===== src/rtl/align_pkg.sv =====
// align_pkg: shared constants and helpers for the block aligner pipeline
package align_pkg;
  localparam logic [31:0] EXP_SPECIAL = '1;
  function automatic int clog2(input int n);
    int r = 0;
    while ((1 << r) < n) r++;
    return r;
  endfunction
  function automatic int out_w(input int x_width, input int m_width, input int guard_width);
    return 2 + x_width + m_width + guard_width;
  endfunction
  function automatic int lane_lo(input int lane, input int width);
    return lane * width;
  endfunction
endpackage


===== src/rtl/align_pipe_if.sv =====
// align_pipe_if: upstream and downstream valid/ready beat bus of the aligner
interface align_pipe_if
  import align_pkg::*;
#(
  parameter int N = 16,
  parameter int E_WIDTH = 8,
  parameter int M_WIDTH = 23,
  parameter int GUARD_WIDTH = 3
);
  localparam int OUT_W = out_w(clog2(N), M_WIDTH, GUARD_WIDTH);
  logic in_valid;
  logic in_ready;
  logic [N-1:0] s_i;
  logic [E_WIDTH*N-1:0] e_i;
  logic [M_WIDTH*N-1:0] m_i;
  logic out_valid;
  logic out_ready;
  logic [E_WIDTH-1:0] e_o;
  logic [OUT_W*N-1:0] m_o;
  logic special_o;
  modport slave (
    input in_valid, s_i, e_i, m_i, out_ready,
    output in_ready, out_valid, e_o, m_o, special_o
  );
  modport master (
    output in_valid, s_i, e_i, m_i, out_ready,
    input in_ready, out_valid, e_o, m_o, special_o
  );
endinterface


===== src/rtl/align_pipe_max_tree.sv =====
// max_tree: combinational max over the enabled lanes of a packed exponent vector
module max_tree
  import align_pkg::*;
#(
  parameter int N = 16,
  parameter int E_WIDTH = 8
) (
  input  logic [E_WIDTH*N-1:0] e_i,
  input  logic [N-1:0]         en_i,
  output logic [E_WIDTH-1:0]   max_o
);
  always_comb begin
    max_o = '0;
    for (int i = 0; i < N; i++)
      max_o = (en_i[i] && e_i[lane_lo(i, E_WIDTH) +: E_WIDTH] > max_o) ? e_i[lane_lo(i, E_WIDTH) +: E_WIDTH] : max_o;
  end
endmodule


===== src/rtl/align_pipe.sv =====
// align_pipe: 3-stage back-pressurable block-exponent aligner
module align_pipe
  import align_pkg::*;
#(
  parameter int N = 16,
  parameter int E_WIDTH = 8,
  parameter int M_WIDTH = 23,
  parameter int GUARD_WIDTH = 3,
  parameter int X_WIDTH = clog2(N),
  parameter int OUT_W = out_w(X_WIDTH, M_WIDTH, GUARD_WIDTH)
) (
  input logic        clock,
  input logic        reset,
  align_pipe_if.slave bus
);
  localparam int MW = M_WIDTH + GUARD_WIDTH + 1;
  localparam logic [E_WIDTH-1:0] ESPEC = EXP_SPECIAL[E_WIDTH-1:0];
  logic rdy1, rdy2, rdy3;
  logic v1_q, v2_q, v3_q;
  logic [N-1:0] s1_q, s2_q, ok_d;
  logic [E_WIDTH*N-1:0] e1_q;
  logic [M_WIDTH*N-1:0] m1_q;
  logic [E_WIDTH-1:0] emax_d, emax1_q, emax2_q, e3_q;
  logic sp1_q, sp2_q, sp3_q;
  logic [MW*N-1:0] mag_d, mag2_q;
  logic [OUT_W*N-1:0] m3_d, m3_q;
  assign rdy3 = !v3_q || bus.out_ready;
  assign rdy2 = !v2_q || rdy3;
  assign rdy1 = !v1_q || rdy2;
  assign bus.in_ready = rdy1;
  assign bus.out_valid = v3_q;
  assign bus.e_o = e3_q;
  assign bus.m_o = m3_q;
  assign bus.special_o = sp3_q;
  max_tree #(.N(N), .E_WIDTH(E_WIDTH)) u_max (.e_i(bus.e_i), .en_i(ok_d), .max_o(emax_d));
  for (genvar g = 0; g < N; g++) begin : g_lane
    logic [E_WIDTH-1:0] e1, d;
    logic h, sat;
    logic [MW-1:0] mag;
    logic [2*MW-1:0] ext;
    assign ok_d[g] = bus.e_i[lane_lo(g, E_WIDTH) +: E_WIDTH] != ESPEC;
    assign e1 = e1_q[lane_lo(g, E_WIDTH) +: E_WIDTH];
    assign h = e1 != '0;
    assign d = emax1_q - e1;
    assign sat = 32'(d) >= MW;
    assign mag = h ? {1'b1, m1_q[lane_lo(g, M_WIDTH) +: M_WIDTH], GUARD_WIDTH'(0)} : '0;
    // low half of ext holds everything shifted out, folded into the sticky LSB
    assign ext = {mag, MW'(0)} >> d;
    assign mag_d[lane_lo(g, MW) +: MW] = (e1 == ESPEC) ? '0 : sat ? MW'(h) : ext[2*MW-1:MW] | MW'(|ext[MW-1:0]);
    assign m3_d[lane_lo(g, OUT_W) +: OUT_W] = s2_q[g] ? -OUT_W'(mag2_q[lane_lo(g, MW) +: MW]) : OUT_W'(mag2_q[lane_lo(g, MW) +: MW]);
  end
  always_ff @(posedge clock) begin
    if (reset) begin
      v1_q <= 1'b0;
      v2_q <= 1'b0;
      v3_q <= 1'b0;
      e3_q <= '0;
      m3_q <= '0;
      sp3_q <= 1'b0;
    end else begin
      if (rdy1) v1_q <= bus.in_valid;
      if (rdy2) v2_q <= v1_q;
      if (rdy3) v3_q <= v2_q;
      if (rdy1 && bus.in_valid) begin
        s1_q <= bus.s_i;
        e1_q <= bus.e_i;
        m1_q <= bus.m_i;
        emax1_q <= emax_d;
        sp1_q <= |(~ok_d);
      end
      if (rdy2 && v1_q) begin
        s2_q <= s1_q;
        mag2_q <= mag_d;
        emax2_q <= emax1_q;
        sp2_q <= sp1_q;
      end
      if (rdy3 && v2_q) begin
        e3_q <= emax2_q;
        m3_q <= m3_d;
        sp3_q <= sp2_q;
      end
    end
  end
endmodule


===== src/flat_wrapper.sv =====
// flat-port wrapper written by rule: the top's interface ports become plain ports
module align_pipe_flat import align_pkg::*;
#(
  parameter int N = 16,
  parameter int E_WIDTH = 8,
  parameter int M_WIDTH = 23,
  parameter int GUARD_WIDTH = 3,
  parameter int X_WIDTH = clog2(N),
  parameter int OUT_W = out_w(X_WIDTH, M_WIDTH, GUARD_WIDTH)
)
  (clock, reset, bus_in_valid, bus_s_i, bus_e_i, bus_m_i, bus_out_ready, bus_in_ready, bus_out_valid, bus_e_o, bus_m_o, bus_special_o);
  align_pipe_if #(.N(N), .E_WIDTH(E_WIDTH), .M_WIDTH(M_WIDTH), .GUARD_WIDTH(GUARD_WIDTH)) bus_i ();
  input logic clock;
  input logic reset;
  input wire logic [$bits(bus_i.in_valid)-1:0] bus_in_valid;
  input wire logic [$bits(bus_i.s_i)-1:0] bus_s_i;
  input wire logic [$bits(bus_i.e_i)-1:0] bus_e_i;
  input wire logic [$bits(bus_i.m_i)-1:0] bus_m_i;
  input wire logic [$bits(bus_i.out_ready)-1:0] bus_out_ready;
  output wire logic [$bits(bus_i.in_ready)-1:0] bus_in_ready;
  output wire logic [$bits(bus_i.out_valid)-1:0] bus_out_valid;
  output wire logic [$bits(bus_i.e_o)-1:0] bus_e_o;
  output wire logic [$bits(bus_i.m_o)-1:0] bus_m_o;
  output wire logic [$bits(bus_i.special_o)-1:0] bus_special_o;
  assign bus_i.in_valid = bus_in_valid;
  assign bus_i.s_i = bus_s_i;
  assign bus_i.e_i = bus_e_i;
  assign bus_i.m_i = bus_m_i;
  assign bus_i.out_ready = bus_out_ready;
  assign bus_in_ready = bus_i.in_ready;
  assign bus_out_valid = bus_i.out_valid;
  assign bus_e_o = bus_i.e_o;
  assign bus_m_o = bus_i.m_o;
  assign bus_special_o = bus_i.special_o;
  align_pipe #(.N(N), .E_WIDTH(E_WIDTH), .M_WIDTH(M_WIDTH), .GUARD_WIDTH(GUARD_WIDTH), .X_WIDTH(X_WIDTH), .OUT_W(OUT_W)) u_core (.clock(clock), .reset(reset), .bus(bus_i));
endmodule

===== config.mk =====
export PLATFORM = sky130hd
export DESIGN_NAME = align_pipe_flat
export DESIGN_NICKNAME = d
export VERILOG_FILES = /design/src/rtl/align_pkg.sv /design/src/rtl/align_pipe_if.sv /design/src/rtl/align_pipe_max_tree.sv /design/src/rtl/align_pipe.sv /design/src/flat_wrapper.sv
export SDC_FILE = /design/constraint.sdc
export NUM_CORES = 2
export LEC_CHECK = 0
export CAP_MARGIN = 20
export CORE_AREA = 2 2 402 404
export DETAILED_ROUTE_END_ITERATION = 10
export DIE_AREA = 0 0 404 406
export PLACE_DENSITY_LB_ADDON = 0.05
export SLEW_MARGIN = 30
export SYNTH_ARGS = -nofsm -noshare
export SYNTH_HDL_FRONTEND = slang
export SYNTH_HIERARCHICAL = 1
export SYNTH_SLANG_ARGS = --single-unit

===== constraint.sdc =====
create_clock -name clock -period 109 [get_ports clock]
set_clock_uncertainty 0.15 [all_clocks]
set_input_delay 16.35 -clock clock [delete_from_list [all_inputs] [get_ports clock]]
set_output_delay 16.35 -clock clock [all_outputs]
set_load 0.005 [all_outputs]

==> impl_metrics.env <==
export IMPL_dr_pass1_iters=8
export IMPL_syn_cell_area_um2=92890
export IMPL_critical_path_class="in -> reg"
export IMPL_cts_resized=0
export IMPL_grt_pass1_vias=77109
export IMPL_hold_slack_ns=0.2729
export IMPL_portBuffers=1038
export IMPL_startpoint_type="primary input"
export IMPL_clk_pin_slew_ns=0.06
export IMPL_use_met1=0.4698
export IMPL_dpl_cell_area_um2=105100
export IMPL_cts_setup_buffers=0
export IMPL_ys_types=129
export IMPL_grt_use_met2=0.5849
export IMPL_fillers=12117
export IMPL_cp_buffers_inverters=13
export IMPL_hold_depth=0
export IMPL_ys_ff_latch=1502
export IMPL_yosysSeqAreaShare=0.4291
export IMPL_async_reset_ff_frac=0
export IMPL_die_w_um=404
export IMPL_clock_latency_ns=0.83
export IMPL_yosysWarnings=6
export IMPL_max_slew_margin=0.2791
export IMPL_postSynthCellCount=9780
export IMPL_rsz0062_at_grt="no"
export IMPL_drt_iter0_markers=9313
export IMPL_overflow=0
export IMPL_tritoncts="yes"
export IMPL_drive_above_1_share=0.08608
export IMPL_r2r_cells=13
export IMPL_root_buffer="clkbuf_16"
export IMPL_fp_dieArea_um2=164000
export IMPL_antenna_found_initial=98
export IMPL_end_kind="flip-flop"
export IMPL_fin_area_um2=111000
export IMPL_viasPerCell=6.407
export IMPL_groute_layer_met3_usage=0.08645
export IMPL_die_h_um=406
export IMPL_syn_nets=10535
export IMPL_slowest_delay_ns=0.80
export IMPL_setup_violations=0
export IMPL_cp_startpoint="bus_e_i[1]"
export IMPL_antenna_left=0
export IMPL_cts_buffer_depth=3
export IMPL_grt_max_degree=215
export IMPL_hold_start="u_core/s1_q[2]$_DFFE_PP_"
export IMPL_coreArea_um2=159600
export IMPL_rows=147
export IMPL_crit_family="compound AO/OA/AOI/OAI gates"
export IMPL_synth_edf_count=978
export IMPL_fin_crit_sh=0.4567
export IMPL_max_clock_freq_mhz=20.09
export IMPL_initial_core_util=0.5818
export IMPL_yosys_most_used_dff="edfxtp_1"
export IMPL_cts_made_buffers=165
export IMPL_r2r_start="u_core/emax1_q[0]$_DFFE_PP_"
export IMPL_final_net_count=11300
export IMPL_status="complete, no violations"
export IMPL_ios=1039
export IMPL_cp_common_cell="a21o_1"
export IMPL_hold_class="reg -> reg"
export IMPL_post_drt_wl_per_cell_um=24.62
export IMPL_top_usage_layer="met2"
export IMPL_tns_ns=0
export IMPL_wl_um=315800
export IMPL_drv_slew=0
export IMPL_period_needed_ns=49.78
export IMPL_hpwl_um=238600
export IMPL_critPathArrivalTime_ns=50.28
export IMPL_synth_avg_cell_area_um2=9.498
export IMPL_gp_congestion=1.026
export IMPL_drc_errors=0
export IMPL_grt_pass1_wl_um=469400
export IMPL_worst_r2r_setup_slack_ns=103.60
export IMPL_regArea_um2=39860
export IMPL_area_growth_pct=19.52
export IMPL_worstMarginPinSlew_ns=1.081
export IMPL_hold_end="u_core/s2_q[2]$_DFFE_PP_"
export IMPL_num_vias=82189
export IMPL_ctsHoldBuffers=0
export IMPL_cp_max_fo=11
export IMPL_worst_path_max_delay_cell="clkdlybuf4s50_1"
export IMPL_clock_sinks=1502
export IMPL_hold_viol=0
export IMPL_multi_input_area_um2=49830
export IMPL_ctsHtreeMaxLevel=4
export IMPL_worstReg2RegEnd="u_core/mag2_q[376]$_SDFFCE_PP0P_"
export IMPL_cap_viol_max_count=0
export IMPL_final_util=0.6954
export IMPL_required_ns=109.50
export IMPL_track_usage=0.3712
-- per-layer routing --
| layer | wire length, um | part of all wire |
|---|---|---|
| met2 | 144800 | 0.46 |
| met1 | 122100 | 0.39 |
| met3 | 29220 | 0.093 |
| met4 | 19310 | 0.061 |
| met5 | 398 | 0.0013 |
-- synthesized netlist by cell type (all sizes together) (17+ instances only) --
library cell	count	area share
o31ai	138	0.011
o211ai	82	0.0067
o22ai	31	0.0022
a211oi	533	0.043
o311ai	27	0.0026
o2111ai	18	0.0017
and2	46	0.0031
xor2	421	0.040
a41oi	22	0.0022
clkbuf	482	0.019
nor4	76	0.0054
a21oi	509	0.028
nor2b	130	0.0088
or4	108	0.0090
o21ai	458	0.025
ha	223	0.030
mux2i	481	0.052
buf	104	0.0044
or2	63	0.0042
a22oi	24	0.0020
edfxtp	978	0.32
a21o	61	0.0049
nand4	121	0.0081
nand2	952	0.038
a21boi	21	0.0017
inv	327	0.013
or3	86	0.0061
nand3	157	0.0086
a31oi	71	0.0051
a2bb2oi	17	0.0017
dfxtp	524	0.11
xnor2	119	0.011
nor3	230	0.013
nand2b	80	0.0054
nor2	1253	0.051
o41ai	73	0.0072
mux4	134	0.032
o21a	61	0.0050
and3	55	0.0038
mux2	175	0.021
-- worst max-delay path by stage --
stage	to	cells after the start
global placement	u_core/emax1_q[7]$_DFFE_PP_	148
detailed placement	u_core/emax1_q[7]$_DFFE_PP_	150
finish	u_core/emax1_q[0]$_DFFE_PP_	150
global route	u_core/emax1_q[0]$_DFFE_PP_	153
CTS	u_core/emax1_q[7]$_DFFE_PP_	150
floorplan	u_core/e1_q[0]$_DFFE_PP_	4
-- logic make-up (layout without fill, tap and decap cells) --
family / after synthesis / in the layout / share of synthesized area
adders and majority gates: 244 / 244 / 0.03405
xor gates and xnor gates: 541 / 541 / 0.05124
and+or+nand+nor: 3429 / 3429 / 0.1713
buffers and inverters: 917 / 1825 / 0.03730
DFF: 1502 / 1502 / 0.4291
other: 0 / 55 / 0
muxes: 790 / 790 / 0.1058
AOI/OAI and AO/OA: 2357 / 2357 / 0.1713
-- worst reg2reg max path: stages (launching register included) --
cell and delay, ns:
edfxtp_1 0.45, inv_2 0.15, buf_4 0.51, ha_1 0.29
inv_1 0.06, fa_1 0.74, inv_2 0.54, nor2_1 0.17
nor2_1 0.12, nor3_1 0.06, or4_1 0.59, or3_1 0.57
or3_1 0.47, nor4_1 0.29
-- layout make-up --
type / count / share of cell area
clock buffers: 227 / 0.04257
well taps: 2086 / 0.02351
repair buffers: 1184 / 0.1047
diodes: 55 / 0.001240
clock inverters: 83 / 0.008892
inverters: 331 / 0.01119
multi-input cells: 7361 / 0.4489
flip-flops and latches: 1502 / 0.3590
-- per-stage QoR --
step / setup slack (ns) / std cells
final: 59.22 / 12829
after CTS: 59.95 / 12772
after floorplan: 52.20 / 9780
after global routing: 56.83 / 12814
after detailed placement: 59.15 / 12462
after global placement: 60.18 / 12461
-- cell usage in the layout (no fill, tap or decap), types with 30 or more instances in the layout --
cell type / count
a211oi_1: 529
a21o_1: 61
a21oi_1: 505
a31oi_1: 68
and2_1: 44
and3_1: 53
buf_4: 131
clkbuf_1: 32
clkbuf_16: 172
clkdlybuf4s50_1: 1037
dfxtp_1: 524
diode_2: 55
edfxtp_1: 978
ha_1: 223
inv_1: 322
mux2_2: 174
mux2i_1: 479
mux4_2: 134
nand2_1: 952
nand2b_1: 78
nand3_1: 155
nand4_1: 121
nor2_1: 1244
nor2b_1: 129
nor3_1: 225
nor4_1: 73
o211ai_1: 81
o21a_1: 60
o21ai_0: 449
o22ai_1: 30
o31ai_1: 136
o41ai_1: 69
or2_2: 58
or3_1: 81
or4_1: 102
xnor2_1: 107
xor2_1: 405
-- flip-flops by register name, summed over array words and instances, names as in the netlist, 16 cells and up --
register / count
u_core/bus.m_o: 512
u_core/e1_q: 128
u_core/m1_q: 368
u_core/mag2_q: 432
u_core/s1_q: 16
u_core/s2_q: 16
Power is left out: the tool's default activity adds up to more than one toggle a clock period on the data nets, which glitch-free logic cannot reach.
